`src/rtl/game_state_ctrl_pkg.sv`:
```
// ============================================================================
// game_state_ctrl_pkg : shared state codes, frame limits and winner codes
// Rev 1.0
// ============================================================================
`default_nettype none

package game_state_ctrl_pkg;

   typedef enum logic [2:0] {
      ST_MENU  = 3'b000,
      ST_READY = 3'b001,
      ST_PLAY  = 3'b010,
      ST_DYING = 3'b011,
      ST_OVER  = 3'b100
   } game_state_t;

   localparam logic [7:0] DYING_FRAMES     = 8'd60;
   localparam logic [7:0] OVER_LOCK_FRAMES = 8'd30;

   localparam logic [1:0] WIN_NONE = 2'b00;
   localparam logic [1:0] WIN_RED  = 2'b01;
   localparam logic [1:0] WIN_BLUE = 2'b10;
   localparam logic [1:0] WIN_TIE  = 2'b11;

   function automatic logic [7:0] sat_inc8(input logic [7:0] v);
      return (v == 8'hFF) ? v : v + 8'd1;
   endfunction

endpackage

`default_nettype wire

```
`src/rtl/game_state_ctrl_btn_edge.sv`:
```
// ============================================================================
// btn_edge : rising-edge detector for one debounced button level
// Rev 1.0
// ============================================================================
`default_nettype none

module btn_edge (
   input  logic clk,
   input  logic rst,
   input  logic i_btn,
   output logic o_rise
);

   logic r_prev;
   logic r_armed;

   // r_armed masks the first clk after reset so a button held through reset is not seen as a press
   always_ff @(posedge clk) begin
      if (rst) begin
         r_prev  <= 1'b0;
         r_armed <= 1'b0;
      end else begin
         r_prev  <= i_btn;
         r_armed <= 1'b1;
      end
   end

   assign o_rise = r_armed & i_btn & ~r_prev;

endmodule

`default_nettype wire

```
`src/rtl/game_state_ctrl.sv`:
```
// ============================================================================
// game_state_ctrl : menu/ready/play/dying/over sequencer with score and winner
// Rev 1.0
// ============================================================================
`default_nettype none

module game_state_ctrl
   import game_state_ctrl_pkg::*;
(
   input  logic       clk,
   input  logic       rst,
   input  logic       frame_tick,
   input  logic       btn_flap,
   input  logic       btn_flap_blue,
   input  logic       btn_mode,
   input  logic       hit_red,
   input  logic       hit_blue,
   input  logic       pass_pulse,
   output logic [2:0] state,
   output logic       mode,
   output logic [7:0] score,
   output logic [1:0] winner,
   output logic       start_pulse
);

   logic        w_flap_rise;
   logic        w_blue_rise;
   logic        w_mode_rise;

   game_state_t r_state,  w_state_nxt;
   logic        r_mode,   w_mode_nxt;
   logic [7:0]  r_score,  w_score_nxt;
   logic [1:0]  r_winner, w_winner_nxt;
   logic        r_start,  w_start_nxt;
   logic [7:0]  r_frames, w_frames_nxt;

   btn_edge u_edge_flap (.clk(clk), .rst(rst), .i_btn(btn_flap),      .o_rise(w_flap_rise));
   btn_edge u_edge_blue (.clk(clk), .rst(rst), .i_btn(btn_flap_blue), .o_rise(w_blue_rise));
   btn_edge u_edge_mode (.clk(clk), .rst(rst), .i_btn(btn_mode),      .o_rise(w_mode_rise));

   always_ff @(posedge clk) begin
      if (rst) begin
         r_state  <= ST_MENU;
         r_mode   <= 1'b0;
         r_score  <= 8'd0;
         r_winner <= WIN_NONE;
         r_start  <= 1'b0;
         r_frames <= 8'd0;
      end else begin
         r_state  <= w_state_nxt;
         r_mode   <= w_mode_nxt;
         r_score  <= w_score_nxt;
         r_winner <= w_winner_nxt;
         r_start  <= w_start_nxt;
         r_frames <= w_frames_nxt;
      end
   end

   always_comb begin
      w_state_nxt  = r_state;
      w_mode_nxt   = r_mode;
      w_score_nxt  = r_score;
      w_winner_nxt = r_winner;
      w_start_nxt  = 1'b0;
      w_frames_nxt = frame_tick ? sat_inc8(r_frames) : r_frames;

      case (r_state)
         ST_MENU: begin
            if (w_mode_rise)
               w_mode_nxt = ~r_mode;
            if (w_flap_rise) begin
               w_state_nxt  = ST_READY;
               w_score_nxt  = 8'd0;
               w_winner_nxt = WIN_NONE;
            end
         end
         ST_READY: begin
            if (w_flap_rise || (r_mode && w_blue_rise)) begin
               w_state_nxt = ST_PLAY;
               w_start_nxt = 1'b1;
            end
         end
         ST_PLAY: begin
            // Score is updated even on the clk that ends the game
            if (pass_pulse)
               w_score_nxt = sat_inc8(r_score);
            if (r_mode) begin
               if (hit_red || hit_blue) begin
                  w_state_nxt  = ST_DYING;
                  w_frames_nxt = 8'd0;
                  if (hit_red && hit_blue) w_winner_nxt = WIN_TIE;
                  else if (hit_red)        w_winner_nxt = WIN_BLUE;
                  else                     w_winner_nxt = WIN_RED;
               end
            end else if (hit_red) begin
               w_state_nxt  = ST_DYING;
               w_frames_nxt = 8'd0;
               w_winner_nxt = WIN_NONE;
            end
         end
         ST_DYING: begin
            if (frame_tick && (sat_inc8(r_frames) == DYING_FRAMES)) begin
               w_state_nxt  = ST_OVER;
               w_frames_nxt = 8'd0;
            end
         end
         ST_OVER: begin
            if ((r_frames >= OVER_LOCK_FRAMES) && w_flap_rise)
               w_state_nxt = ST_MENU;
         end
         default: w_state_nxt = ST_MENU;
      endcase
   end

   assign state       = r_state;
   assign mode        = r_mode;
   assign score       = r_score;
   assign winner      = r_winner;
   assign start_pulse = r_start;

endmodule

`default_nettype wire

```
`config.mk`:
```
export PLATFORM = sky130hd
export DESIGN_NAME = game_state_ctrl
export DESIGN_NICKNAME = d
export VERILOG_FILES = /design/src/rtl/game_state_ctrl_pkg.sv /design/src/rtl/game_state_ctrl_btn_edge.sv /design/src/rtl/game_state_ctrl.sv
export SDC_FILE = /design/constraint.sdc
export NUM_CORES = 1
export LEC_CHECK = 0
export BUFFER_PORTS_ARGS = -buffer_cell sky130_fd_sc_hd__buf_2
export CAP_MARGIN = 40
export CORE_ASPECT_RATIO = 0.5
export CORE_UTILIZATION = 30
export DETAILED_ROUTE_END_ITERATION = 7
export PLACE_DENSITY_LB_ADDON = 0.15
export SLEW_MARGIN = 20
export SYNTH_ARGS = -nofsm -noshare
export SYNTH_HDL_FRONTEND = slang
export SYNTH_SLANG_ARGS = --single-unit
```
`constraint.sdc`:
```
create_clock -name clk -period 1.95 [get_ports clk]
set_input_delay 0.39 -clock clk [delete_from_list [all_inputs] [get_ports clk]]
set_output_delay 0.39 -clock clk [all_outputs]
set_load 0.05 [all_outputs]
```
==> results.json <==
{
  "outcome": "finished clean",
  "ys_types": 48,
  "ioPinCount": 24,
  "synth_top_cell_by_area": "dfxtp_1",
  "drc": 0,
  "tritoncts": "built",
  "tns_ns": 0,
  "worstSetupPathType": "reg -> reg",
  "drive_above_1_share_pct": 27.3,
  "hp-class": "in -> reg",
  "fp.coreArea_mm2": 0.00453,
  "cp_max_fo": 6,
  "grt_overflow": 0,
  "wire_per_inst_um": 12.5,
  "drtIter0Drc": 68,
  "grt_pass1_vias": 1270,
  "cap_viol_max_count": 0,
  "grt_pass1_wl_um": 5890,
  "dp_hpwl_um": 2590,
  "port_buffers": 23,
  "yosysWarnings": 0,
  "clk_latency_ns": 0.28,
  "fp.dieH_um": 51.4,
  "final_common_cell": "dfxtp_1",
  "rows": 17,
  "dr.pass1.iters": 4,
  "end_kind": "register",
  "diodes": 0,
  "required_ns": 2.11,
  "clk_pin_slew_ns": 0.11,
  "synth-edff-count": 0,
  "p_leak_nw": 0.724,
  "initial_core_util_pct": 32.3,
  "finalClockSkew_ns": 0.00659,
  "min_period_ns": 1.83,
  "die_width_um": 101,
  "layout_worst_path_cycle_share_pct": 93.8,
  "gp_congestion": 0.872,
  "wl_um": 3400,
  "die-area_mm2": 0.00518,
  "synthCells": 172,
  "placed_area_mm2": 0.00173,
  "grt_max_degree": 18,
  "hold_viol_final": 0,
  "cts_root_buf": "clkbuf_8",
  "post_cts_buffers": 0,
  "synthArstFlopShare_pct": 0,
  "fin_area_mm2": 0.00178,
  "synthesis.nets": 184,
  "dr_total_vias": 1372,
  "cts_htree_levels": 1,
  "tightest_slew_ns": 0.403,
  "area_growth_pct": 21.5,
  "clockBufferDepth": 2,
  "synth-seq-area-share_pct": 36.9,
  "cts_resized": 0,
  "synth_flop_cell": "dfxtp_1",
  "vias_per_cell": 5.06,
  "yosys-top-cells-area": "dfxtp_1, nor2_1, xnor2_1, nand3_1, nand2_1",
  "rsz0062_at_grt": "false",
  "antenna_left": 0,
  "syn_area_per_cell_um2": 8.51,
  "hold_buffers": 0,
  "worst-endpoint-arrival_ns": 1.99,
  "mostFrequentLayoutCells": "dfxtp_1, nor2_1, buf_2",
  "finalPower_mw": 1.09,
  "nFillCells": 484,
  "report.final.setup_viol": 0,
  "ys_ff_latch": 27,
  "worstSetupStartpointType": "register",
  "slew_headroom_pct": 73.1,
  "synth_top_area_share_pct": 36.9,
  "antenna_found_initial": 0,
  "clock-sinks": 27,
  "cts_inserted_buffers": 3,
  "fmax_ghz": 0.547,
  "power_density_mw_per_mm2": 615,
  "slew_viol_final": 0,
  "syn_area_mm2": 0.00146,
  "nets": 218,
  "max-vdd-ir-drop_v": 0.000258,
  "grt_usage_pct": 14.7
}
-- state kept, by name, indices dropped and copies added (netlist names) --
signal	cells
start_pulse	1
u_edge_flap.r_prev	1
u_edge_flap.r_armed	1
mode	1
winner	2
state	3
score	8
r_frames	8
u_edge_blue.r_prev	1
u_edge_mode.r_prev	1
-- worst max-delay path: stages (launching register included) --
cell     delay (ns)
dfxtp_1        0.34
ha_1           0.21
buf_4          0.16
a21oi_1        0.19
nor3b_1        0.08
o22ai_1        0.16
nand4_1        0.17
buf_4          0.18
nor2_1         0.13
a31oi_1        0.09
-- worst paths after layout --
path / from / to / slack, ns / depth (start not counted)
worst max-delay path: r_frames[0] / state[1] / 0.12 / 9
worst min-delay path: btn_flap_blue / u_edge_blue.r_prev / 0.33 / 2
worst max register to register: r_frames[0] / state[1] / 0.12 / 9
worst min register to register: winner[0] / winner[0] / 0.48 / 1
-- power breakdown --
part           total, mW  switching (mW)  internal, mW
clock network      0.351           0.201         0.151
registers          0.587          0.0188         0.568
logic              0.156          0.0969        0.0596
total               1.09           0.316         0.778
-- cell usage after synthesis (2+ instances only) --
cell	n
xnor2_1	8
nor3b_1	2
o2111a_1	2
o22ai_1	2
or4_1	2
nor3_1	5
a31oi_1	4
ha_1	3
nand2_1	13
nand3_2	2
a21oi_1	9
nor2_1	23
nor3_2	2
dfxtp_1	27
inv_1	5
nor2b_1	7
clkbuf_1	2
buf_2	4
a32o_1	2
o21ai_0	3
nand4_1	3
nand3_1	11
mux2i_1	4
or2_2	2
xor2_1	2
-- routing by layer --
metal | vias up | share of wire [%] | wire length, um | global-route usage, %
met5 | - | 0 | 0 | 0
met4 | 0 | 1.3 | 45 | 3.38
met3 | 6 | 5.2 | 176 | 3.97
met2 | 35 | 46 | 1560 | 24.7
met1 | 649 | 47 | 1610 | 18.9
li1 | 682 | - | - | -
-- area by class of cell --
class                           count  area [um2]  area share [%]
Sequential cell                    27         543            30.5
Tap cell                           66        82.6            4.64
Timing Repair Buffer               37         220            12.4
Inverter                            5        18.8            1.05
Multi-Input combinational cell    132         865            48.6
Clock inverter                      1        8.76           0.492
Clock buffer                        3        41.3            2.32
-- metrics by stage --
| stage | setup WS, ns | cells | util, % | hold WS (ns) |
|---|---|---|---|---|
| 6_report | 0.121 | 271 | 39.3 | 0.327 |
| 5_1_grt | 0.00281 | 271 | 39.3 | 0.344 |
| 3_5_place_dp | 0.141 | 267 | 38.2 | 0.457 |
| 4_1_cts | 0.110 | 271 | 39.3 | 0.321 |
| 2_1_floorplan | 0.0361 | 172 | - | 0.491 |
| 3_3_place_gp | 0.170 | 267 | 38.2 | 0.445 |
-- cell families (layout without fill, tap and decap cells) --
logic type / Yosys count / after routing / share of synthesized area (%)
multiplexers: 5 / 5 / 3.76
AO/OA/AOI/OAI: 31 / 31 / 15.0
XOR/XNOR: 10 / 10 / 5.98
flip-flops: 27 / 27 / 36.9
buffers and inverters: 13 / 46 / 4.02
AND/OR/NAND/NOR: 83 / 83 / 31.8
adder cells (fa/ha/maj): 3 / 3 / 2.56
(Power assumes the default switching activity.)
